$ cat config.mk
export PLATFORM = sky130hd
export DESIGN_NAME = fft_bitrev_reorder
export DESIGN_NICKNAME = d
export VERILOG_FILES = /design/src/rtl/fft_bitrev_reorder.sv
export SDC_FILE = /design/constraint.sdc
export NUM_CORES = 1
export LEC_CHECK = 0
export CAP_MARGIN = 20
export CORE_MARGIN = 5
export CORE_UTILIZATION = 40
export DETAILED_ROUTE_END_ITERATION = 6
export GPL_ROUTABILITY_DRIVEN = 0
export PLACE_DENSITY = 0.62
export RECOVER_POWER = 50
export SLEW_MARGIN = 20
export SYNTH_ARGS = -nofsm -noshare
export SYNTH_HDL_FRONTEND = slang
export SYNTH_SLANG_ARGS = --single-unit
$ cat constraint.sdc
create_clock -name clk_i -period 15.7 [get_ports clk_i]
set_clock_uncertainty 0.1 [all_clocks]
set_input_delay 2.355 -clock clk_i [delete_from_list [all_inputs] [get_ports clk_i]]
set_output_delay 2.355 -clock clk_i [all_outputs]
set_load 0.005 [all_outputs]
$ cat src/rtl/fft_bitrev_reorder.sv
// ----------------------------------------------------------------------------
// fft_bitrev_reorder
//
// Purpose:
//   Output reorder stage that sits directly after the 3-stage radix-2 FFT
//   pipeline. Complete N-point frames arrive in bit-reversed order and leave
//   in natural order. A ping-pong pair of register banks lets one frame be
//   written while the previous one is read, so the block sustains one sample
//   per cycle in both directions. Sample contents ({re, im}) pass through
//   untouched.
//
// Parameters:
//   DATA_W  sample width (default 50 = {re[24:0], im[24:0]})
//   LOG2N   log2 of the frame length, N = 2**LOG2N (default 3, N = 8)
//
// Ports:
//   clk_i     in   1       single clock, rising edge
//   rst_i     in   1       asynchronous, active-high reset
//   signal_i  in   DATA_W  input sample, bit-reversed frame order
//   valid_i   in   1       signal_i valid
//   ready_o   out  1       block can accept a sample this cycle
//   signal_o  out  DATA_W  output sample, natural order
//   valid_o   out  1       signal_o valid
//   ready_i   in   1       downstream accepts signal_o this cycle
//   last_o    out  1       final sample (index N-1) of an output frame
//
// Configuration macro:
//   FFT_REORDER_LAST_EN  when defined, last_o = valid_o && (rcnt == N-1);
//                        when undefined, last_o is tied to 0.
// ----------------------------------------------------------------------------
module fft_bitrev_reorder #(
  parameter int DATA_W = 50,
  parameter int LOG2N  = 3
) (
  input  logic              clk_i,
  input  logic              rst_i,
  input  logic [DATA_W-1:0] signal_i,
  input  logic              valid_i,
  output logic              ready_o,
  output logic [DATA_W-1:0] signal_o,
  output logic              valid_o,
  input  logic              ready_i,
  output logic              last_o
);

  localparam int N = 2 ** LOG2N;

  // Index of the final sample in a frame, sized to match the counters.
  localparam logic [LOG2N-1:0] LAST_IDX = LOG2N'(N - 1);
  localparam logic [LOG2N-1:0] ONE_IDX  = LOG2N'(1);

  // Each bank is either being filled (EMPTY) or holding a complete frame
  // waiting to be read out (FULL).
  typedef enum logic {
    BANK_EMPTY = 1'b0,
    BANK_FULL  = 1'b1
  } bankState_t;

  // Reverse the LOG2N bits of a frame index.
  function automatic logic [LOG2N-1:0] bitrev(input logic [LOG2N-1:0] idx);
    logic [LOG2N-1:0] rev;
    rev = '0;
    for (int b = 0; b < LOG2N; b++) begin
      rev[LOG2N-1-b] = idx[b];
    end
    return rev;
  endfunction

  // Storage: two banks of N samples each. Not reset; contents are only
  // observable while the owning bank is FULL.
  logic [DATA_W-1:0] mem_q [2][N];

  bankState_t        bankState_q [2];
  bankState_t        bankState_d [2];

  logic              wBank_q, wBank_d;
  logic [LOG2N-1:0]  wCnt_q,  wCnt_d;
  logic              rBank_q, rBank_d;
  logic [LOG2N-1:0]  rCnt_q,  rCnt_d;

  logic              accept;
  logic              xfer;
  logic              wLast;
  logic              rLast;

  // Handshake decode. ready_o depends only on registered state, so there is
  // no combinational path from ready_i back upstream.
  always_comb begin
    ready_o  = (bankState_q[wBank_q] == BANK_EMPTY);
    valid_o  = (bankState_q[rBank_q] == BANK_FULL);
    signal_o = mem_q[rBank_q][rCnt_q];
    accept   = valid_i && ready_o;
    xfer     = valid_o && ready_i;
    wLast    = accept && (wCnt_q == LAST_IDX);
    rLast    = xfer && (rCnt_q == LAST_IDX);
  end

  // Frame-end marker. When the feature is disabled the port is a constant.
`ifdef FFT_REORDER_LAST_EN
  assign last_o = valid_o && (rCnt_q == LAST_IDX);
`else
  assign last_o = 1'b0;
`endif

  // Next-state for the write side: the counter walks 0..N-1 on every accepted
  // sample and the write bank flips once a frame is complete.
  always_comb begin
    wCnt_d  = wCnt_q;
    wBank_d = wBank_q;
    if (accept) begin
      wCnt_d = wCnt_q + ONE_IDX;
    end
    if (wLast) begin
      wBank_d = ~wBank_q;
    end
  end

  // Next-state for the read side: same walk on every transfer, flipping to
  // the other bank when the last natural-order sample leaves.
  always_comb begin
    rCnt_d  = rCnt_q;
    rBank_d = rBank_q;
    if (xfer) begin
      rCnt_d = rCnt_q + ONE_IDX;
    end
    if (rLast) begin
      rBank_d = ~rBank_q;
    end
  end

  // Per-bank state transitions. A write completion and a read completion can
  // land on the same edge; they always target different banks, so both
  // updates simply apply.
  always_comb begin
    bankState_d[0] = bankState_q[0];
    bankState_d[1] = bankState_q[1];
    if (wLast) begin
      bankState_d[wBank_q] = BANK_FULL;
    end
    if (rLast) begin
      bankState_d[rBank_q] = BANK_EMPTY;
    end
  end

  // Control registers. An asynchronous reset discards any partial frame and
  // any pending full banks at once.
  always_ff @(posedge clk_i or posedge rst_i) begin
    if (rst_i) begin
      wBank_q        <= 1'b0;
      wCnt_q         <= '0;
      rBank_q        <= 1'b0;
      rCnt_q         <= '0;
      bankState_q[0] <= BANK_EMPTY;
      bankState_q[1] <= BANK_EMPTY;
    end else begin
      wBank_q        <= wBank_d;
      wCnt_q         <= wCnt_d;
      rBank_q        <= rBank_d;
      rCnt_q         <= rCnt_d;
      bankState_q[0] <= bankState_d[0];
      bankState_q[1] <= bankState_d[1];
    end
  end

  // Sample storage. Writing to the bit-reversed slot means the read side can
  // simply walk addresses in natural order.
  always_ff @(posedge clk_i) begin
    if (accept) begin
      mem_q[wBank_q][bitrev(wCnt_q)] <= signal_i;
    end
  end

  // Structural invariants: the write side never targets the bank being read
  // while that bank holds a frame, and a full bank is never written.
  property pNoWriteIntoFull;
    @(posedge clk_i) disable iff (rst_i)
      accept |-> (bankState_q[wBank_q] == BANK_EMPTY);
  endproperty
  assert property (pNoWriteIntoFull);

  property pDistinctBanksWhenBusy;
    @(posedge clk_i) disable iff (rst_i)
      (wLast && rLast) |-> (wBank_q != rBank_q);
  endproperty
  assert property (pDistinctBanksWhenBusy);

endmodule

* After elaboration in Yosys (flattened, before gate mapping) *
Memory sizes are Yosys's and may differ from the RTL's.
Index checks and enable logic that the tools add are counted.
Widths: inputs -> output; s select.

word-level totals
  memory bits (writable) = 800
  bits of input ports = 54
  bits in registers = 10
  output and inout port bits = 53
  word-level logic and storage cells = 54
  memories = 1

operators by class
  bitwise gates (word level) = 10
  add/subtract/negate cells = 2
  reductions and logical operators = 7
  magnitude comparators = 7
  multiplexer cells = 19
  eq/ne operators = 2

memories
  memory  words  bits a word  rd ports  clocked after Yosys merged registers in  wr ports  RTL line  RTL
  mem_q   2      400          1         0                                        1         71        logic [DATA_W-1:0] mem_q [2][N];

operators by type and width
  cell                 number
  $mux 400             1
  $bmux 50 s3          1
  $demux 50 s3         1
  $mux 50              3
  $mux 1               9
  $ge 4x4->1 const B   2
  $not 3->4            2
  $logic_and 1x1->1    7
  $add 3x1->3 const B  2
  $eq 3x3->1 const B   2
  $ge 2x2->1 const B   2
  $lt 2x1->1 const B   2
  $lt 4x1->1 const B   1
  $mux 2               2
  $not 1->2            2
  $not 1->1            3
  $and 2x2->2          1
  $demux 1 s1          2
  $not 2->2            1
  $or 2x2->2           1

* Depth between registers and ports, before layout *
  depth after elaboration = 10
  gate-level depth with buffers = 6
  depth with buffers taken out = 5

* Worst setup path after synthesis *
Ideal clock, no wire load.

  kind = input to register
  start = input port valid_i
  end = memory mem_q[1][50] in the netlist's numbering (enable)
  stages on the path = 2
  arrival = 6,082 ps
  setup time = 530 ps
  path buffers = 0
  required time = 15,070 ps
  slack = 8,989 ps
  path through = nand2_1 > nor3b_1

on the way
  word-level cells in the longest chain between the ends = 3

RTL lines
  element                         RTL line  RTL
  start, declared                 38        input logic valid_i,
  $logic_and 1x1->1               92        accept = valid_i && ready_o;
  $mux 1                          168       if (accept) begin
  $mux 400 (not written as such)  169       mem_q[wBank_q][bitrev(wCnt_q)] <= signal_i;
  end, declared                   71

No other way between the ends.

* Worst setup path in the final report *
  start = register rBank_q
  end = output port signal_o[44]

on the way
  word-level cells in the longest chain between the ends = 4

RTL lines
  element                                      RTL line  RTL
  start, declared                              78        logic rBank_q, rBank_d;
  start signal, assigned                       158       rBank_q <= rBank_d;
  $mem_v2 2x400                                --
  $bmux 50 s3                                  91        signal_o = mem_q[rBank_q][rCnt_q];
  $mux 50 (not written as such) (2 in series)  91
  end, declared                                40        output logic [DATA_W-1:0] signal_o,

No other way between the ends. The select of a mux whose other input is x is not followed.

==> results.py <==
metrics = {
    "clock_tree": {
        "clk_latency_ps": 620,
        "cts_resized": 0,
        "clock_path_buffers": 3,
        "root_buffer": "clkbuf_16",
        "ctsHtreeMaxLevel": 3,
        "cts_setup_buffers": 0,
        "clkTransAtPathRegs_ps": 60,
        "clock-sinks": 810,
        "cts_buffers": 81,
        "cts_hold_buf": 0,
        "cts_tree": "built",
    },
    "floorplan": {
        "die_y_um": 286,
        "rows": 101,
        "io_pins": 107,
        "initial_utilization_pct": 40.2,
        "die_width_um": 286,
        "die_area_um2": 81900,
        "design.core.area_um2": 75800,
    },
    "yosys": {
        "yosysTopAreaCell": "edfxtp_1",
        "netlist_area_um2": 30500,
        "synthTopCellsByCount": "edfxtp_1, mux4_2, a22oi_1",
        "synth_ff_type": "edfxtp_1",
        "synth_cells": 1285,
        "yosys_warnings": 0,
        "synth.avg_cell_area_um2": 23.7,
        "syn_nets": 1347,
        "synth.distinct_cells": 29,
        "synth-edff-count": 800,
        "synthTopCellsByArea": "edfxtp_1, mux4_2, a22oi_1",
        "ys_seq_elements": 810,
        "yosysTopAreaCellShare_pct": 78.7,
        "yosysSeqAreaShare_pct": 79.5,
        "async_flop_share_pct": 1.23,
        "synth_most_common_cell": "edfxtp_1",
    },
    "critical_path": {
        "cp.arrival_ps": 5490,
        "path_max_fanout": 48,
        "r2r_cells": 6,
        "crit_type": "register to output port",
        "required_ps": 13240,
        "setup.worst_path.end_class": "output port",
        "cp-start-kind": "register",
    },
    "routing": {
        "wire_per_inst_um": 27.7,
        "vias": 13800,
        "routed_wl_mm": 68.3,
        "first_pass_iters": 5,
        "drc": 0,
        "via_per_inst": 5.59,
        "dr.first_iter.drc_count": 1269,
        "ant_nets": 0,
    },
    "global_routing": {
        "grt_pass1_wl_mm": 101,
        "grt_remaining_overflow": 0,
        "grt_pass1_vias": 14800,
        "grt_max_degree": 158,
        "antenna_found_initial": 14,
        "grt_use_total_pct": 16.8,
    },
    "timing": {
        "drv_slew": 41,
        "rsz0062_at_grt": "false",
        "slew_headroom_pct": -47.9,
        "setup-tns-final_ps": 0,
        "fmax_mhz": 126,
        "finalSetupViolCount": 0,
        "fin_crit_ps": 7950,
        "timing.final.ws_setup_ps": 7750,
        "fin_crit_sh_pct": 50.6,
        "hold_slack_ps": 432,
        "tightestPinTransition_ps": 2220,
        "finalHoldViolCount": 0,
    },
    "run_status": {
        "violations": "capacitance limit, slew limit",
        "outcome": "finished with violations",
    },
    "pwr": {
        "power_density_nw_per_um2": 178,
        "peakVddDrop_uv": 147,
        "power_mw": 6.30,
        "p_leak_nw": 11.1,
    },
    "cells_and_area": {
        "finalNonFillerCells": 2467,
        "nets": 1491,
        "layout-drive-gt1-share_pct": 24.1,
        "syn_to_final_growth_pct": 15.8,
    },
    "placement": {
        "hpwl_mm": 31.9,
        "dp.cells": 2324,
        "place_ws_ps": 8170,
        "io_buffers": 105,
    },
    "run": {
        "cap_violations": 2,
    },
    "worst_hold_path": {
        "worstHoldPathType": "register to register",
        "holdPathStages": 1,
    },
}
-- metal layers --
metal	GRT usage, %	vias up	routed length (um)
met5	0	-	69
met4	4.36	12	1310
met3	3.07	111	4270
met2	28.3	449	35000
met1	22.9	7400	27700
li1	-	5807	-
-- layout by cell type, fill, tap and decap left out, types with 3 or more instances in the layout --
| cell | instances |
|---|---|
| and3_4 | 12 |
| inv_6 | 3 |
| clkinv_2 | 10 |
| xnor2_1 | 3 |
| nand2_1 | 54 |
| inv_1 | 4 |
| mux4_2 | 200 |
| clkinv_1 | 11 |
| buf_4 | 24 |
| clkbuf_16 | 83 |
| ha_1 | 8 |
| bufinv_16 | 9 |
| mux2_1 | 3 |
| dfrtp_1 | 8 |
| a22oi_1 | 100 |
| dlygate4sd3_1 | 53 |
| clkbuf_1 | 19 |
| clkdlybuf4s50_1 | 52 |
| edfxtp_1 | 800 |
-- path summary, 6_finish.rpt --
check                                         end                   from  slack, ps
max in group asynchronous     rBank_q$_DFFE_PP0P_                  rst_i      13030
setup reg to reg           mem_q[0][78]$_DFFE_PP_  wCnt_q[2]$_DFFE_PP0N_      11710
min in group asynchronous   rCnt_q[0]$_DFFE_PP0P_                  rst_i       2080
setup / recovery                     signal_o[44]    rBank_q$_DFFE_PP0P_       7750
hold reg to reg             wCnt_q[0]$_DFFE_PP0N_  wCnt_q[0]$_DFFE_PP0N_        430
hold / removal              wCnt_q[0]$_DFFE_PP0N_  wCnt_q[0]$_DFFE_PP0N_        430
-- cells by family after synthesis --
family,Yosys count,share of synthesized area [%]
buf+inv,74,1.34
other cells,1,0.0123
xor+xnor,3,0.0861
compound gates,105,2.57
fa+ha+maj,8,0.328
flops,810,79.5
simple gates,78,1.14
mux,206,15.0
-- worst max-delay path, stage by stage (launching register included) --
cell	delay, ps
dfrtp_4	880
buf_4	750
buf_4	750
buf_4	860
mux4_2	600
a22oi_1	210
nand2_1	210
clkdlybuf4s50_1	510
-- through the flow --
step | instance area (um^2) | utilization (%)
6_report | 35300 | 46.6
3_3_place_gp | 32700 | 43.1
3_5_place_dp | 32700 | 43.1
5_1_grt | 35300 | 46.6
4_1_cts | 35400 | 46.6
2_1_floorplan | 30500 | -
-- report_power, final --
part | internal [mW] | switching, mW
registers | 2.54 | 0.0973
logic | 0.864 | 0.875
clock network | 1.13 | 0.792
-- state kept, by name, indices dropped and copies added, names as in the netlist --
name	cells
rCnt_q	3
mem_q	800
wBank_q	1
rBank_q	1
wCnt_q	3
bankState_q	2
-- cell type report --
| class | instances | area (um^2) |
|---|---|---|
| tap | 978 | 1220 |
| fill | 6179 | 40500 |
| multi-input combinational | 401 | 5930 |
| clock buffer | 103 | 2170 |
| timing repair buffer | 131 | 1250 |
| sequential | 810 | 24300 |
| antenna | 1 | 2.50 |
| clock inverter | 39 | 464 |
| inverter | 4 | 15.0 |
No activity file was read; power rests on OpenSTA's default activity.
